==> config.mk <==
export PLATFORM = sky130hd
export DESIGN_NAME = pwm_peripheral
export DESIGN_NICKNAME = d
export VERILOG_FILES = /design/src/rtl/pwm_peripheral.sv
export SDC_FILE = /design/constraint.sdc
export NUM_CORES = 1
export LEC_CHECK = 0
export CAP_MARGIN = 25
export CORE_MARGIN = 8
export CORE_UTILIZATION = 46
export CTS_CLUSTER_SIZE = 14
export DETAILED_ROUTE_END_ITERATION = 8
export GPL_TIMING_DRIVEN = 0
export PLACE_DENSITY = 0.9
export REMOVE_ABC_BUFFERS = 1
export SETUP_SLACK_MARGIN = 0.05
export SLEW_MARGIN = 5
export SYNTH_ARGS = -nofsm -noshare
export SYNTH_HDL_FRONTEND = slang
export SYNTH_SLANG_ARGS = --single-unit
export TNS_END_PERCENT = 100
==> constraint.sdc <==
create_clock -name clk -period 2.75 [get_ports clk]
set_clock_uncertainty 0.15 [all_clocks]
set_input_delay 0.55 -clock clk [delete_from_list [all_inputs] [get_ports clk]]
set_output_delay 0.55 -clock clk [all_outputs]
set_load 0.01 [all_outputs]
==> src/rtl/pwm_peripheral.sv <==
// pwm_peripheral: 16-channel PWM / static-drive output block.
// A prescaler divides clk into counter ticks; an 8-bit counter runs 0..254
// (255 ticks per period) and is compared against the active duty value.
// Each output bit is either forced low, forced high, or follows the PWM wave,
// selected per bit by the enable and PWM-select inputs. All outputs are
// registered (one clk of latency).
// Build option: define PWM_SHADOW_EN to load the duty value only at the
// period wrap (glitch-free duty updates); otherwise duty changes apply at once.
module pwm_peripheral #(
  parameter int unsigned PRESCALE = 13
) (
  input  logic        clk,
  input  logic        rst_n,
  input  logic [7:0]  en_reg_out_7_0,
  input  logic [7:0]  en_reg_out_15_8,
  input  logic [7:0]  en_reg_pwm_7_0,
  input  logic [7:0]  en_reg_pwm_15_8,
  input  logic [7:0]  pwm_duty_cycle,
  output logic [15:0] out,
  output logic        period_start
);

  localparam logic [7:0] PS_MAX  = 8'(PRESCALE - 1);
  localparam logic [7:0] CNT_MAX = 8'd254;

  logic [7:0]  r_prescaler;
  logic [7:0]  r_counter;
  logic [7:0]  w_duty_active;
  logic        w_tick;
  logic        w_wrap;
  logic        w_pwm_raw;
  logic [15:0] w_en_out;
  logic [15:0] w_en_pwm;
  logic [15:0] w_out_next;
  logic [15:0] r_out;
  logic        r_period_start;

  assign w_tick    = (r_prescaler == PS_MAX);
  assign w_wrap    = w_tick && (r_counter == CNT_MAX);
  assign w_en_out  = {en_reg_out_15_8, en_reg_out_7_0};
  assign w_en_pwm  = {en_reg_pwm_15_8, en_reg_pwm_7_0};
  assign w_pwm_raw = (r_counter < w_duty_active);

  // Prescaler: free-running 0..PRESCALE-1, tick on its last count
  always_ff @(posedge clk) begin
    if (!rst_n) begin
      r_prescaler <= '0;
    end else if (w_tick) begin
      r_prescaler <= '0;
    end else begin
      r_prescaler <= r_prescaler + 8'd1;
    end
  end

  // PWM counter: advances once per tick, wraps 254 -> 0
  always_ff @(posedge clk) begin
    if (!rst_n) begin
      r_counter <= '0;
    end else if (w_tick) begin
      r_counter <= w_wrap ? '0 : (r_counter + 8'd1);
    end
  end

`ifdef PWM_SHADOW_EN
  logic [7:0] r_duty_shadow;

  // Shadow duty: sampled only on the wrapping tick so a period never changes shape
  always_ff @(posedge clk) begin
    if (!rst_n) begin
      r_duty_shadow <= '0;
    end else if (w_wrap) begin
      r_duty_shadow <= pwm_duty_cycle;
    end
  end

  assign w_duty_active = r_duty_shadow;
`else
  assign w_duty_active = pwm_duty_cycle;
`endif

  // Per-bit output select: disabled -> 0, enabled static -> 1, enabled PWM -> wave
  always_comb begin
    w_out_next = '0;
    for (int unsigned i = 0; i < 16; i++) begin
      w_out_next[i] = w_en_out[i] & (w_en_pwm[i] ? w_pwm_raw : 1'b1);
    end
  end

  // Output registers: drive bits and the one-clk period-start pulse
  always_ff @(posedge clk) begin
    if (!rst_n) begin
      r_out          <= '0;
      r_period_start <= 1'b0;
    end else begin
      r_out          <= w_out_next;
      r_period_start <= w_wrap;
    end
  end

  assign out          = r_out;
  assign period_start = r_period_start;

endmodule

==> qor.yml, run 1 <==
pwr:
  ir_drop_mv: 0.282
  p_per_area_nw_per_um2: 418
  leakage_nw: 0.889
clocking:
  cts_tree: "yes"
  cts_setup_buffers: 0
  clkTransAtPathRegs_ps: 90
  numClockSinks: 33
  cts_hold_buf: 0
  clk_latency_ps: 330
  cts_root_buffer: "clkbuf_4"
  htreeDepth: 2
  cts_resized: 0
  numCtsBuffers: 5
  clockBufferDepth: 2
synthesis:
  ys.flop_type: "dfxtp_1"
  synth_top_area_cell: "dfxtp_1"
  synth_most_common_cell: "dfxtp_1"
  ys_warn_count: 0
  yosysTopAreaCellShare: 0.451
  ys_async_sr_fraction: 0
  ys_seq_elements: 33
  synth_commonest_cells: "dfxtp_1, nand2_1, a21oi_1"
  yosys-top-cells-area: "dfxtp_1, ha_1, a21oi_1"
  syn_avg_cell_area_um2: 9.04
  synth_edf_count: 0
  synthCells: 162
  ys_types: 35
  synth_area_um2: 1470
  yosysSeqAreaShare: 0.451
drt:
  ant_nets: 0
  wire_per_inst_um: 13.0
  drt-initial-drc-count: 39
  first_pass_iters: 4
  route.detailed.drc: 0
  vias_per_cell: 4.89
  routed_wl_mm: 3.49
  via_count: 1311
floorplanning:
  start_util: 0.480
  core_region_area_um2: 3050
  die-area_um2: 5250
  fp.dieW_um: 72.4
  num_io_pins: 59
  row_count: 20
  chipHeight_um: 72.4
timing:
  rsz0062_at_grt: "false"
  setup_viol: 0
  finalCriticalPeriod_ps: 2390
  slew_violations: 0
  tightest_slew_ps: 769
  hold_viol: 0
  hold_ws_ps: 334
  fmax_ghz: 0.419
  maxSlewHeadroom: 0.487
  fin_crit_sh: 0.868
critical_path:
  crit_type: "in -> reg"
  cp_slowest_cell: "o221ai_2"
  ff2ff_setup_slack_ps: 730
  end_kind: "flip-flop"
  worstPathRequired_ps: 2780
  r2r_start: "r_counter[6]"
  slowest_delay_ps: 610
  cp.arrival_ps: 2420
  crit_start: "pwm_duty_cycle[7]"
  cp_max_fo: 16
  crit_chain: "clkdlybuf4s50_1, inv_1, ha_1, and4_1, o21ai_0, o221ai_2, a21oi_1"
  startpoint_type: "primary input"
cells_and_area:
  antenna_cells: 0
  multi_input_area_um2: 736
  n_fill_cell: 242
  register_area_um2: 661
  drive_gt1_frac: 0.0670
  syn2layout_area_growth_pct: 46.3
  utilization: 0.702
  nNetsFinal: 277
placement:
  dp_hpwl_mm: 2.78
  place.gp.congestion: 0.817
  io_buffers: 58
job:
  max_cap_viol_count: 0
global_route:
  grt_overflow: 0
  grtUsageTotal: 0.142
  grt_max_degree: 23
  antenna_found_initial: 0
  first_global_vias: 1349
  grt_pass1_wl_mm: 5.92
min_path:
  worstHoldPathType: "reg -> reg"
  hp-start: "r_prescaler[0]"
run_status:
  run_status: "complete, no violations"
==> registers in the layout, summed over array words and instances, names as in the netlist <==
| register | flops |
|---|---|
| out | 16 |
| period_start | 1 |
| r_counter | 8 |
| r_prescaler | 8 |
==> per-layer routing <==
metal,part of all wire,routed length (um),GRT usage
met2,0.49,1720,0.235
met4,0.029,102,0.0822
met1,0.39,1360,0.152
met5,0,0,0
met3,0.089,312,0.0537
==> cell type report <==
| type | instances | share of cell area |
|---|---|---|
| clock buffer | 7 | 0.0257 |
| timing repair buffer | 58 | 0.271 |
| tap | 44 | 0.0257 |
| sequential | 33 | 0.308 |
| inverter | 15 | 0.0263 |
| multi-input combinational | 111 | 0.343 |
==> path summary, 6_finish.rpt <==
kind	cells after the start	end
setup reg to reg	5	out[6]
hold reg to reg	1	r_prescaler[0]
hold / removal	1	r_prescaler[0]
setup / recovery	7	out[6]
==> worst max-delay path: cells and delay by family <==
family                     cells  cell delay [ps]
buffers and inverters          2              500
and+or+nand+nor                1              180
adders and majority gates      1              300
AOI/OAI and AO/OA              3              880
==> report_power, final <==
group | internal [mW] | leakage [nW] | total, mW | switching [mW]
clock network | 0.121 | 0.0314 | 0.267 | 0.146
logic | 0.0855 | 0.586 | 0.128 | 0.0424
registers | 0.494 | 0.271 | 0.501 | 0.00680
==> logic make-up after synthesis <==
| family | after synthesis | share of synthesized area |
|---|---|---|
| flops | 33 | 0.451 |
| simple gates | 60 | 0.221 |
| buf+inv | 18 | 0.0470 |
| compound gates | 30 | 0.127 |
| fa+ha+maj | 11 | 0.0939 |
| xor+xnor | 10 | 0.0598 |
==> placed cells by master, fill, tap and decap left out, types with 2 or more instances in the layout <==
| cell | n |
|---|---|
| clkdlybuf4s50_1 | 58 |
| o21ai_0 | 2 |
| ha_1 | 11 |
| xor2_1 | 6 |
| nand3_1 | 7 |
| nand2_1 | 22 |
| o31ai_1 | 2 |
| inv_1 | 15 |
| dfxtp_1 | 33 |
| nor3_1 | 3 |
| a21oi_1 | 19 |
| and3_1 | 2 |
| xnor2_1 | 4 |
| nand4_1 | 3 |
| clkbuf_4 | 5 |
| nor2_1 | 11 |
==> metrics by stage <==
step / worst slack, ps / setup TNS [ps] / std cells / cell area [um2] / power (mW)
floorplan: 826 / 0 / 159 / 1450 / 0.546
global placement: 77.2 / 0 / 261 / 2090 / 0.638
detailed placement: -29.6 / -45.6 / 261 / 2090 / 0.642
CTS: 319 / 0 / 268 / 2140 / 0.908
global route: 198 / 0 / 268 / 2140 / 0.947
finish: 363 / 0 / 268 / 2140 / 0.895
(Power assumes the default switching activity.)
==> inputs of run 2 (changes only) <==
--- a/config.mk
+++ b/config.mk
@@ -6,15 +6,16 @@
 export NUM_CORES = 1
 export LEC_CHECK = 0
 export CAP_MARGIN = 25
+export CELL_PAD_IN_SITES_DETAIL_PLACEMENT = 1
+export CELL_PAD_IN_SITES_GLOBAL_PLACEMENT = 1
 export CORE_MARGIN = 8
-export CORE_UTILIZATION = 46
+export CORE_UTILIZATION = 33
 export CTS_CLUSTER_SIZE = 14
 export DETAILED_ROUTE_END_ITERATION = 8
 export GPL_TIMING_DRIVEN = 0
-export PLACE_DENSITY = 0.9
+export PLACE_DENSITY = 0.89
 export REMOVE_ABC_BUFFERS = 1
 export SETUP_SLACK_MARGIN = 0.05
-export SLEW_MARGIN = 5
 export SYNTH_ARGS = -nofsm -noshare
 export SYNTH_HDL_FRONTEND = slang
 export SYNTH_SLANG_ARGS = --single-unit
==> qor.yml, run 2 (synthesis gave the netlist of run 1 again) <==
floorplanning:
  start_util: 0.339  # -0.141
  core_region_area_um2: 4320  # +42%
  chipHeight_um: 82.6  # +14%
  num_io_pins: 59  # unchanged
  die-area_um2: 6830  # +30%
  fp.dieW_um: 82.6  # +14%
  row_count: 24  # +20%
critical_path:
  crit_chain: "clkdlybuf4s50_1, inv_1, ha_1, and4_1, o21ai_0, o221ai_2, a21oi_1"
  ff2ff_path_depth: 5  # unchanged
  crit_family: "compound AO/OA/AOI/OAI gates"
  r2r_start: "r_counter[5]"
  cp_slowest_cell: "o221ai_2"
  startpoint_type: "primary input"
  worstPathRequired_ps: 2740  # -40 ps
  cp_max_fo: 16  # unchanged
  ff2ff_setup_slack_ps: 740  # about the same
  cp.arrival_ps: 2400  # -20 ps
  slowest_delay_ps: 600  # about the same
  crit_type: "in -> reg"
  rr_endpoint: "out[13]"
  crit_buf_inv: 2  # unchanged
  end_kind: "flip-flop"
cells_and_area:
  final_common_cell: "clkdlybuf4s50_1"
  utilization: 0.509  # -0.193
  design_area_um2: 2200  # +2.7%
  antenna_cells: 0  # unchanged
  most-common-layout-cells: "clkdlybuf4s50_1, dfxtp_1, nand2_1"
  largest_reg_flops: 16  # unchanged
  syn2layout_area_growth_pct: 50.3
  nNetsFinal: 277  # unchanged
  drive_gt1_frac: 0.0714  # +0.00446
global_route:
  antenna_found_initial: 0  # unchanged
  grt_max_degree: 23  # unchanged
  use_met2: 0.258  # +0.0237
  first_global_vias: 1456  # +7.9%
  grt_pass1_wl_mm: 7.00  # +18%
  grt_overflow: 0  # unchanged
  grtUsageTotal: 0.138  # -0.00478
  use_met1: 0.134  # -0.0181
  grt_use_met3: 0.0487  # -0.00502
  busiest_layer: "met2"
timing:
  fmax_ghz: 0.415  # -1.1%
  fin_crit_sh: 0.877  # +0.00928
  maxSlewHeadroom: 0.471  # -0.0162
  slew_violations: 0  # unchanged
  setup_viol: 0  # unchanged
  finalCriticalPeriod_ps: 2410  # +25.5 ps
  setup-tns-final_ps: 0  # unchanged
  rsz0062_at_grt: "false"
  tightest_slew_ps: 791  # +21.9 ps
  hold_ws_ps: 333  # -0.974 ps
  hold_viol: 0  # unchanged
clocking:
  numCtsBuffers: 5  # unchanged
  clkTransAtPathRegs_ps: 70  # -20 ps
  cts_setup_buffers: 0  # unchanged
  htreeDepth: 2  # unchanged
  numClockSinks: 33  # unchanged
  cts_resized: 0  # unchanged
  clk_latency_ps: 280  # -50 ps
  cts_root_buffer: "clkbuf_8"
  cts_hold_buf: 0  # unchanged
  cts_tree: "yes"
  clockBufferDepth: 2  # unchanged
pwr:
  p_per_area_nw_per_um2: 487  # +17%
  total_power_mw: 1.07  # +20%
  leakage_nw: 0.911  # +2.5%
  ir_drop_mv: 0.368  # +31%
placement:
  dpl_cell_area_um2: 2100  # +0.48%
  io_buffers: 58  # unchanged
  dp_hpwl_mm: 3.35  # +20%
  place.gp.congestion: 0.777  # -5.0%
drt:
  routed_wl_mm: 4.25  # +22%
  vias_per_cell: 4.84  # -0.97%
  drt-initial-drc-count: 21  # -46%
  route.detailed.drc: 0  # unchanged
  first_pass_iters: 3  # -1
  wire_per_inst_um: 15.4  # +18%
  via_count: 1337  # +2.0%
  ant_nets: 0  # unchanged
min_path:
  holdPathEnd: "r_prescaler[0]"
  worstHoldPathType: "reg -> reg"
  worstHoldPathCells: 1  # unchanged
  hp-start: "r_prescaler[0]"
run_status:
  run_status: "complete, no violations"
job:
  max_cap_viol_count: 0  # unchanged
## run 2: worst max path at each step
| stage | cells past startpoint | slack (ps) | start | end |
|---|---|---|---|---|
| after floorplan | 6 | 830 | pwm_duty_cycle[6] | out[0] |
| after global placement | 7 | 60 | pwm_duty_cycle[7] | out[11] |
| after detailed placement | 7 | -30 | pwm_duty_cycle[7] | out[13] |
| after CTS | 7 | 270 | pwm_duty_cycle[6] | out[13] |
| after global routing | 7 | 140 | pwm_duty_cycle[6] | out[1] |
| final | 7 | 340 | pwm_duty_cycle[7] | out[13] |
## run 2: cell type report
class | instances | area (um2)
Inverter | 15 | 56.3
Timing Repair Buffer | 58 | 581
Sequential cell | 33 | 661
Fill cell | 516 | 2120
Clock buffer | 5 | 68.8
Multi-Input combinational cell | 111 | 736
Clock inverter | 2 | 35.0
Tap cell | 52 | 65.1
## run 2: where the power goes
group          internal (mW)  leakage [nW]  switching, mW  total (mW)
registers              0.494         0.271        0.00744       0.502
clock network          0.263        0.0540          0.176       0.439
logic                 0.0857         0.586         0.0451       0.131
## run 2: stage by stage
step                      cells  worst slack (ps)
after floorplan             159               826
after global placement      269              64.3
after detailed placement    269             -34.2
after CTS                   276               271
after global routing        276               144
final                       276               338
## run 2: layer usage
metal,share of wire,vias up
met2,0.56,31
li1,-,675
met3,0.063,6
met1,0.37,625
met4,0.011,0
met5,0,-
